### src/rtl/hilo_unit_pkg.sv
// Shared definitions for the HI/LO result stage: request encodings, FSM states
// and the default register width.
package hilo_unit_pkg;

  localparam int DATA_W_DEF = 32;

  typedef enum logic [1:0] {
    OP_DIV  = 2'b00,
    OP_MUL  = 2'b01,
    OP_MTHI = 2'b10,
    OP_MTLO = 2'b11
  } op_e;

  typedef enum logic [1:0] {
    S_IDLE     = 2'b00,
    S_DIV_WAIT = 2'b01,
    S_MUL_WAIT = 2'b10
  } state_e;

endpackage

### src/rtl/hilo_unit_settle_counter.sv
// Down-counter that times the settle window of the divider/multiplier paths.
// load takes priority over dec; the count stops at zero.
module hilo_unit_settle_counter #(
  parameter int CNT_W = 3
) (
  input  logic             clk,
  input  logic             rst_n,
  input  logic             load,
  input  logic [CNT_W-1:0] load_val,
  input  logic             dec,
  output logic             zero
);

  logic [CNT_W-1:0] count_q;
  logic [CNT_W-1:0] count_d;

  always_comb begin
    count_d = count_q;
    if (load) begin
      count_d = load_val;
    end else if (dec && (count_q != '0)) begin
      count_d = count_q - 1'b1;
    end
  end

  always_ff @(posedge clk or negedge rst_n) begin
    if (!rst_n) begin
      count_q <= '0;
    end else begin
      count_q <= count_d;
    end
  end

  assign zero = (count_q == '0);

endmodule

### src/rtl/hilo_unit.sv
// HI/LO result stage: latches operands for the external divider/multiplier,
// waits a fixed settle window, then captures the results into HI/LO.
module hilo_unit
  import hilo_unit_pkg::*;
#(
  parameter int DATA_W     = DATA_W_DEF,
  parameter int DIV_CYCLES = 4,
  parameter int MUL_CYCLES = 2
) (
  input  logic                clock,
  input  logic                clear,
  input  logic                start,
  input  logic [1:0]          op,
  input  logic [DATA_W-1:0]   src_a,
  input  logic [DATA_W-1:0]   src_b,
  output logic                ready,
  output logic                busy,
  output logic                done,
  output logic                div_by_zero,
  output logic [DATA_W-1:0]   op_a,
  output logic [DATA_W-1:0]   op_b,
  input  logic [DATA_W-1:0]   div_quotient,
  input  logic [DATA_W-1:0]   div_remainder,
  input  logic [2*DATA_W-1:0] mul_product,
  input  logic                rd_sel,
  output logic [DATA_W-1:0]   rd_data,
  output logic                rd_valid,
  output logic [1:0]          dbg_state
);

  localparam int MAX_CYCLES = (DIV_CYCLES > MUL_CYCLES) ? DIV_CYCLES : MUL_CYCLES;
  localparam int CNT_W      = $clog2(MAX_CYCLES) + 1;
  localparam logic [CNT_W-1:0] DIV_LOAD = CNT_W'(DIV_CYCLES - 1);
  localparam logic [CNT_W-1:0] MUL_LOAD = CNT_W'(MUL_CYCLES - 1);

  // Handshake: a request is taken on a rising edge with start=1 and ready=1;
  // done is high for the single cycle after HI/LO change; reads are valid
  // whenever busy=0.

  state_e              state_q, state_d;
  logic [DATA_W-1:0]   hi_q, hi_d;
  logic [DATA_W-1:0]   lo_q, lo_d;
  logic [DATA_W-1:0]   op_a_q, op_a_d;
  logic [DATA_W-1:0]   op_b_q, op_b_d;
  logic                done_q, done_d;
  logic                dbz_q, dbz_d;

  logic                cnt_load;
  logic [CNT_W-1:0]    cnt_load_val;
  logic                cnt_dec;
  logic                cnt_zero;

  hilo_unit_settle_counter #(
    .CNT_W (CNT_W)
  ) u_settle (
    .clk      (clock),
    .rst_n    (clear),
    .load     (cnt_load),
    .load_val (cnt_load_val),
    .dec      (cnt_dec),
    .zero     (cnt_zero)
  );

  always_comb begin
    state_d      = state_q;
    hi_d         = hi_q;
    lo_d         = lo_q;
    op_a_d       = op_a_q;
    op_b_d       = op_b_q;
    done_d       = 1'b0;
    dbz_d        = dbz_q;
    cnt_load     = 1'b0;
    cnt_load_val = '0;
    cnt_dec      = 1'b0;

    case (state_q)
      S_IDLE: begin
        if (start) begin
          dbz_d = 1'b0;
          case (op_e'(op))
            OP_DIV: begin
              op_a_d       = src_a;
              op_b_d       = src_b;
              cnt_load     = 1'b1;
              cnt_load_val = DIV_LOAD;
              dbz_d        = (src_b == '0);
              state_d      = S_DIV_WAIT;
            end
            OP_MUL: begin
              op_a_d       = src_a;
              op_b_d       = src_b;
              cnt_load     = 1'b1;
              cnt_load_val = MUL_LOAD;
              state_d      = S_MUL_WAIT;
            end
            OP_MTHI: begin
              hi_d   = src_a;
              done_d = 1'b1;
            end
            OP_MTLO: begin
              lo_d   = src_a;
              done_d = 1'b1;
            end
            default: ;
          endcase
        end
      end
      S_DIV_WAIT: begin
        // Divider output is taken verbatim, including its divide-by-zero value.
        if (cnt_zero) begin
          lo_d    = div_quotient;
          hi_d    = div_remainder;
          done_d  = 1'b1;
          state_d = S_IDLE;
        end else begin
          cnt_dec = 1'b1;
        end
      end
      S_MUL_WAIT: begin
        if (cnt_zero) begin
          hi_d    = mul_product[2*DATA_W-1:DATA_W];
          lo_d    = mul_product[DATA_W-1:0];
          done_d  = 1'b1;
          state_d = S_IDLE;
        end else begin
          cnt_dec = 1'b1;
        end
      end
      default: begin
        state_d = S_IDLE;
      end
    endcase
  end

  always_ff @(posedge clock or negedge clear) begin
    if (!clear) begin
      state_q <= S_IDLE;
      hi_q    <= '0;
      lo_q    <= '0;
      op_a_q  <= '0;
      op_b_q  <= '0;
      done_q  <= 1'b0;
      dbz_q   <= 1'b0;
    end else begin
      state_q <= state_d;
      hi_q    <= hi_d;
      lo_q    <= lo_d;
      op_a_q  <= op_a_d;
      op_b_q  <= op_b_d;
      done_q  <= done_d;
      dbz_q   <= dbz_d;
    end
  end

  assign ready       = (state_q == S_IDLE);
  assign busy        = (state_q == S_DIV_WAIT) || (state_q == S_MUL_WAIT);
  assign rd_valid    = !busy;
  assign done        = done_q;
  assign div_by_zero = dbz_q;
  assign op_a        = op_a_q;
  assign op_b        = op_b_q;
  assign rd_data     = rd_sel ? hi_q : lo_q;
  assign dbg_state   = state_q;

endmodule

### config.mk
export PLATFORM = sky130hd
export DESIGN_NAME = hilo_unit
export DESIGN_NICKNAME = d
export VERILOG_FILES = /design/src/rtl/hilo_unit_pkg.sv /design/src/rtl/hilo_unit_settle_counter.sv /design/src/rtl/hilo_unit.sv
export SDC_FILE = /design/constraint.sdc
export NUM_CORES = 1
export LEC_CHECK = 0
export ABC_AREA = 1
export CAP_MARGIN = 10
export CORE_MARGIN = 2
export CORE_UTILIZATION = 42
export CTS_CLUSTER_DIAMETER = 30
export DETAILED_ROUTE_END_ITERATION = 16
export MAX_ROUTING_LAYER = met4
export PLACE_DENSITY = 0.91
export SYNTH_ARGS = -nofsm -noshare
export SYNTH_HDL_FRONTEND = slang
export SYNTH_SLANG_ARGS = --single-unit
### constraint.sdc
create_clock -name clock -period 2.2 [get_ports clock]
set_clock_uncertainty 0.2 [all_clocks]
set_input_delay 0.44 -clock clock [delete_from_list [all_inputs] [get_ports clock]]
set_output_delay 0.44 -clock clock [all_outputs]
set_load 0.02 [all_outputs]
* Yosys cells after proc, flatten, opt, wreduce, memory -nomap -nowiden
Index checks and enable logic that the tools add are counted.
Storage, ports and cells: bits in registers 135, input port bits 198, output and inout bits 103, logic and storage cells 69
Cells by class: add/sub/neg operators 1, eq/ne operators 12, multiplexer cells 30, reductions and logical operators 18
Operators by type and width (count):
- 32-bit two-way mux | 9
- 32-bit one-hot mux with 3 select lines | 2
- 32-bit zero test | 1
- 2-bit one-hot mux with 2 select lines | 3
- 5-bit AND reduction | 2
- 1-bit two-way mux | 9
- 2-bit two-way mux | 4
- 2-bit equality test, second input constant | 3
- 3-bit two-way mux | 2
- 2-bit by 1-bit inequality test with 1-bit output, second input constant | 3
- 2-bit inequality test, second input constant | 3
- 3-bit AND reduction | 2
- 3-bit nonzero test | 2
- 2-bit OR reduction | 3
- 2-bit by 1-bit equality test with 1-bit output, second input constant | 2
- 2-bit zero test | 2
- 3-bit zero test | 1
- 3-bit by 1-bit inequality test with 1-bit output, second input constant | 1
- 3-bit by 1-bit subtractor with 3-bit output, second input constant | 1
- 1-bit one-hot mux with 2 select lines | 1
- 2-bit AND reduction | 1
- 2-bit nonzero test | 1
- 1-bit logical AND | 1
- 1-bit zero test | 1
- 1-bit logical OR | 1

* Logic depth before layout (Yosys ltp)
word-level depth 6, depth in mapped cells 10, gate-level depth less buffers 8

* Modules after synthesis
From an unflattened synthesis, not the netlist that was laid out.
Second synthesis, totals: cells, all modules 926, area total of the unflattened synthesis 7505.9 µm²
By module, submodules not included:
- hilo_unit | times used 1, cells each 899, area each 7313.3 µm², seq. area each 3303.2 µm²
- hilo_unit_settle_counter | times used 1, cells each 27, area each 192.7 µm², seq. area each 75.1 µm²

* Worst setup path after synthesis
OpenSTA, ideal clock, no wires.
path type register to output, start register state_q[0], in the netlist dbg_state[0], end output rd_valid, data arrival time 1.586 ns, data required time 1.560 ns, setup slack -0.026 ns, cell stages (with the launch flop) 5, path buffers 1, path through dfrtp_1 -> inv_1 -> ha_1 -> inv_1 -> buf_1
Between the ends: cells in the longest elaborated chain, start to end 3, elaborated cells between the ends (all ways) 4, those cells by class eq/ne (2); reduce/logical (2)
RTL lines:
- from (decl) | RTL line hilo_unit.sv:40 | state_e state_q, state_d;
- from (signal assigned) | RTL line hilo_unit.sv:145 | state_q <= state_d;
- 2-bit by 1-bit equality test with 1-bit output / 2-bit equality test (equally long branches) | RTL line hilo_unit.sv:156 | assign busy = (state_q == S_DIV_WAIT) || (state_q == S_MUL_WAIT);
- 1-bit logical OR (*) | RTL line hilo_unit.sv:156
- via busy | RTL line hilo_unit.sv:17 | output logic busy,
- 1-bit zero test (*) | RTL line hilo_unit.sv:157 | assign rd_valid = !busy;
- to (decl) | RTL line hilo_unit.sv:27 | output logic rd_valid,
Mark *: on every way through the listed nets, which the timed path passes. The rest lies on a longest branch.

* Worst setup path after layout
start register state_q[0], in the netlist dbg_state[0], end output rd_valid
Between the ends: cells in the longest elaborated chain, start to end 3, elaborated cells between the ends (all ways) 4, those cells by class eq/ne (2); reduce/logical (2)
RTL lines (RTL line):
- 2-bit by 1-bit equality test with 1-bit output / 2-bit equality test (equally long branches) | hilo_unit.sv:156
- 1-bit logical OR (*) | hilo_unit.sv:156
- 1-bit zero test (*) | hilo_unit.sv:157
Mark *: on every way between the ends. The rest lies on a longest branch, timed or not.

==> impl_metrics.prom <==
# TYPE chip_impl_metric gauge
chip_impl_metric{name="netlist-cell-type-count",unit=""} 23
chip_impl_metric{name="wire_length_of_the_first_global_routing_pass",unit="um"} 40200
chip_impl_metric{name="place_worst_setup_slack",unit="ps"} -133
chip_impl_metric{name="top_level_ports",unit=""} 301
chip_impl_info{name="synthFlopType",value="sky130_fd_sc_hd__dfrtp_1"} 1
chip_impl_info{name="tritoncts",value="done"} 1
chip_impl_metric{name="worst-path-max-fanout",unit=""} 4
chip_impl_metric{name="cp_data_arrival_time",unit="ps"} 1520
chip_impl_info{name="grt_setup_unrepaired",value="no"} 1
chip_impl_metric{name="reg2regPathDepth",unit=""} 7
chip_impl_info{name="worst_path_dominant_cell_family",value="buffers and inverters"} 1
chip_impl_metric{name="floorplan.initialDensity",unit="%"} 42.6
chip_impl_info{name="min-delay-path-class",value="flop to flop"} 1
chip_impl_metric{name="p_sw_share",unit="%"} 43.8
chip_impl_metric{name="fp.dieArea",unit="sq um"} 18500
chip_impl_metric{name="die_w",unit="um"} 136
chip_impl_info{name="hold_path_startpoint",value="hi_q[0]"} 1
chip_impl_info{name="cp_cell_sequence",value="inv_1 -> ha_4 -> inv_1 -> clkdlybuf4s15_2"} 1
chip_impl_metric{name="synth.net_count",unit=""} 1246
chip_impl_metric{name="num_vias",unit=""} 7983
chip_impl_metric{name="final-max-slew-violation-count",unit=""} 0
chip_impl_metric{name="grt_overflow_total",unit=""} 0
chip_impl_info{name="ys_top_cells_by_count",value="673 x sky130_fd_sc_hd__nand2_1, 135 x sky130_fd_sc_hd__dfrtp_1, 74 x sky130_fd_sc_hd__nand3_1"} 1
chip_impl_metric{name="drt-pass1-iter-count",unit=""} 5
chip_impl_metric{name="p_sw",unit="W"} 0.00701
chip_impl_metric{name="seqPwrFrac",unit="%"} 27.0
chip_impl_metric{name="timing.final.ws_setup",unit="ps"} 38.0
chip_impl_info{name="worst_setup_path_end_kind",value="output port"} 1
chip_impl_metric{name="post-synth-top-area-fraction",unit="%"} 46.1
chip_impl_metric{name="leakagePower",unit="nW"} 5.86
chip_impl_metric{name="clk_pin_slew_worst_paths",unit="ps"} 60
chip_impl_metric{name="gp_congestion",unit=""} 0.883
chip_impl_metric{name="fraction_of_layout_instances_using_a_drive_strength_above_1",unit="%"} 7.68
chip_impl_metric{name="cts_buffers",unit=""} 17
chip_impl_metric{name="fin_util",unit="%"} 65.9
chip_impl_metric{name="r2r_setup_slack",unit="ps"} 200
chip_impl_metric{name="clkPwrFrac",unit="%"} 19.3
chip_impl_metric{name="worst_pin_slew",unit="ps"} 512
chip_impl_info{name="critPathSlowestCell",value="sky130_fd_sc_hd__dfrtp_1"} 1
chip_impl_metric{name="cp_bufs_invs",unit=""} 3
chip_impl_metric{name="finalCritPeriodShare",unit="%"} 98.3
chip_impl_info{name="worst_hold_path.endpoint",value="hi_q[0]"} 1
chip_impl_metric{name="count_of_flip_flops_with_a_built_in_enable_after_synthesis",unit=""} 0
chip_impl_metric{name="postCtsSetupRepairBufs",unit=""} 0
chip_impl_info{name="criticalPathCategory",value="flop to output port"} 1
chip_impl_metric{name="chipHeight",unit="um"} 136
chip_impl_metric{name="detail_route.drc_violations",unit=""} 0
chip_impl_info{name="buffer_cell_driving_the_clock_tree_root",value="sky130_fd_sc_hd__clkbuf_16"} 1
chip_impl_info{name="worst_path_most_repeated_cell",value="sky130_fd_sc_hd__inv_1"} 1
chip_impl_metric{name="clock_period_minus_final_worst_setup_slack",unit="ps"} 2160
chip_impl_metric{name="number_of_antenna_violations_at_the_first_check_in_global_routing",unit=""} 0
chip_impl_info{name="yosysTopAreaCell",value="sky130_fd_sc_hd__dfrtp_1"} 1
chip_impl_metric{name="maxClockFrequency",unit="MHz"} 463
chip_impl_metric{name="avgRoutedWirePerCell",unit="um"} 16.6
chip_impl_metric{name="finalSetupViolations",unit=""} 0
chip_impl_metric{name="numClockSinks",unit=""} 135
chip_impl_metric{name="postSynthCellCount",unit=""} 1041
chip_impl_info{name="crit_start",value="dbg_state[0]"} 1
chip_impl_metric{name="post-dp-hpwl",unit="um"} 18300
chip_impl_metric{name="max_cap_violations",unit=""} 0
chip_impl_info{name="ys_top_cells_by_area",value="sky130_fd_sc_hd__dfrtp_1 46%, sky130_fd_sc_hd__nand2_1 34%, sky130_fd_sc_hd__nand3_1 5.1%, sky130_fd_sc_hd__mux2_2 4.2%, sky130_fd_sc_hd__buf_2 2.2%"} 1
chip_impl_metric{name="placement_rows",unit=""} 48
chip_impl_metric{name="cpPeakStageDelay",unit="ps"} 390
chip_impl_metric{name="globalRouteTotalUtil",unit="%"} 28.9
chip_impl_metric{name="clk_path_buf_depth",unit=""} 2
chip_impl_metric{name="powerDensity",unit="nW/um^2"} 1410
chip_impl_metric{name="max-slew-margin-rel",unit="%"} 65.8
chip_impl_metric{name="power.internal",unit="W"} 0.00899
chip_impl_metric{name="flow.area_growth_from_synthesis",unit="%"} 54.6
chip_impl_metric{name="irDropWorstVdd",unit="mV"} 0.900
chip_impl_info{name="synth.most_common_cell",value="sky130_fd_sc_hd__nand2_1"} 1
chip_impl_metric{name="min_delay_path_depth",unit=""} 2
chip_impl_metric{name="post_synth.cell_area_avg",unit="sq um"} 7.03
chip_impl_metric{name="vias_per_cell",unit=""} 5.09
chip_impl_info{name="crit_path_start_kind",value="flop"} 1
chip_impl_metric{name="grt_max_degree",unit=""} 49
chip_impl_info{name="outcome",value="finished, final reports clean"} 1
chip_impl_metric{name="hold_violations",unit=""} 0
chip_impl_metric{name="grt_pass1_vias",unit=""} 8165
chip_impl_metric{name="synth_warnings",unit=""} 0
chip_impl_metric{name="clkLatencyLatePin",unit="ps"} 410
chip_impl_metric{name="design.final.nets",unit=""} 1534
chip_impl_metric{name="drt_iter0_drc",unit=""} 472
chip_impl_metric{name="cts-htree-levels",unit=""} 4
chip_impl_metric{name="worst_ep_required_time",unit="ps"} 1560
chip_impl_metric{name="drt.antenna.violating_nets",unit=""} 0
chip_impl_metric{name="power_frac_comb",unit="%"} 53.7
chip_impl_metric{name="core_area",unit="sq um"} 17200
chip_impl_metric{name="synth-seq-cells",unit=""} 135
chip_impl_info{name="timing.rr.start",value="dbg_state[0]"} 1
chip_impl_metric{name="seq_area_frac_synth",unit="%"} 46.1
chip_impl_metric{name="port_buffers",unit=""} 300
chip_impl_info{name="capture_point_of_the_worst_reg_to_reg_path",value="u_settle.count_q[1]"} 1
chip_impl_metric{name="mappedNetlistArea",unit="sq um"} 7320
chip_impl_metric{name="routed_wl",unit="um"} 26000
chip_impl_metric{name="synthArstFlopShare",unit="%"} 100
how the worst max path moves through the flow:
| stage | end | slack [ps] | cells past startpoint |
|---|---|---|---|
| finish | rd_valid | 40 | 4 |
| global route | rd_valid | 4 | 4 |
| CTS | rd_valid | 4 | 4 |
| detailed placement | rd_data[23] | -130 | 4 |
| global placement | rd_data[23] | -120 | 4 |
| floorplan | hi_q[10] | 120 | 8 |
tightest hold or removal path: stages (launching register included):
cell                      delay, ps
sky130_fd_sc_hd__dfrtp_1        340
sky130_fd_sc_hd__nand2_1         50
sky130_fd_sc_hd__nand2_1         50
per-layer routing:
metal / GRT usage, % / vias up / part of all wire [%]
li1: - / 3792 / -
met1: 33.3 / 3699 / 38
met2: 48.3 / 421 / 49
met3: 6.71 / 71 / 9.1
met4: 12.3 / 0 / 3.4
met5: - / - / 0
power groups by stage:
stage | Sequential [W] | Combinational (W) | Clock [W]
2_1_floorplan | 0.00484 | 0.00437 | 0
3_3_place_gp | 0.00432 | 0.00845 | 0
3_5_place_dp | 0.00429 | 0.00869 | 0
4_1_cts | 0.00430 | 0.00858 | 0.00312
5_1_grt | 0.00442 | 0.00933 | 0.00324
6_report | 0.00432 | 0.00859 | 0.00309
placed cells by master (no fill, tap or decap), drive strengths merged:
cell / count
o211ai: 1
ha: 7
buf: 32
nand2: 673
clkinvlp: 3
dfrtp: 135
clkdlybuf4s50: 261
inv: 20
o21bai: 1
bufinv: 4
clkbuf: 19
o21ai: 15
nor2: 20
mux2: 32
nand3: 75
dlygate4sd2: 33
clkdlybuf4s15: 2
a21boi: 1
clkinv: 3
diode: 1
dlygate4sd3: 1
a21oi: 2
xor2: 1
and2: 1
state kept, by name, summed over array words and instances (netlist names):
| name | flops |
|---|---|
| dbg_state | 2 |
| hi_q | 32 |
| done | 1 |
| op_a | 32 |
| lo_q | 32 |
| u_settle.count_q | 3 |
| op_b | 32 |
| div_by_zero | 1 |
through the flow:
step	setup TNS, ps	instances	power, W	hold slack (ps)	cell area, sq um
finish	0	1568	0.0160	276	11300
global placement	-1790	1534	0.0128	222	10700
detailed placement	-2560	1534	0.0130	227	10700
floorplan	0	1041	0.00921	-55.6	7320
global route	0	1567	0.0170	291	11300
CTS	0	1567	0.0160	272	11300
final cells by class:
cell class | count | area (sq um)
tap | 225 | 282
multi-input combinational | 829 | 3590
sequential | 135 | 3380
antenna | 1 | 2.50
inverter | 17 | 63.8
clock inverter | 13 | 195
timing repair buffer | 329 | 3360
clock buffer | 19 | 443
fill | 1388 | 5860
what timing repair did:
action / CTS / global route
hold buffers: 1 / 0
resized for setup: 43 / 2
setup endpoints to repair: 36 / 2
hold endpoints to repair: 44 / 0
cells by family (layout without fill, tap and decap cells):
logic type | after synthesis | in the layout | share of synthesized area [%]
buffers and inverters | 77 | 378 | 5.26
other | 0 | 1 | 0
muxes | 32 | 32 | 4.92
DFF | 135 | 135 | 46.1
adders and majority gates | 7 | 7 | 1.20
xor gates and xnor gates | 1 | 1 | 0.120
AOI/OAI and AO/OA | 20 | 20 | 1.57
and+or+nand+nor | 769 | 769 | 40.8
Power figures use the tool's default switching activity.
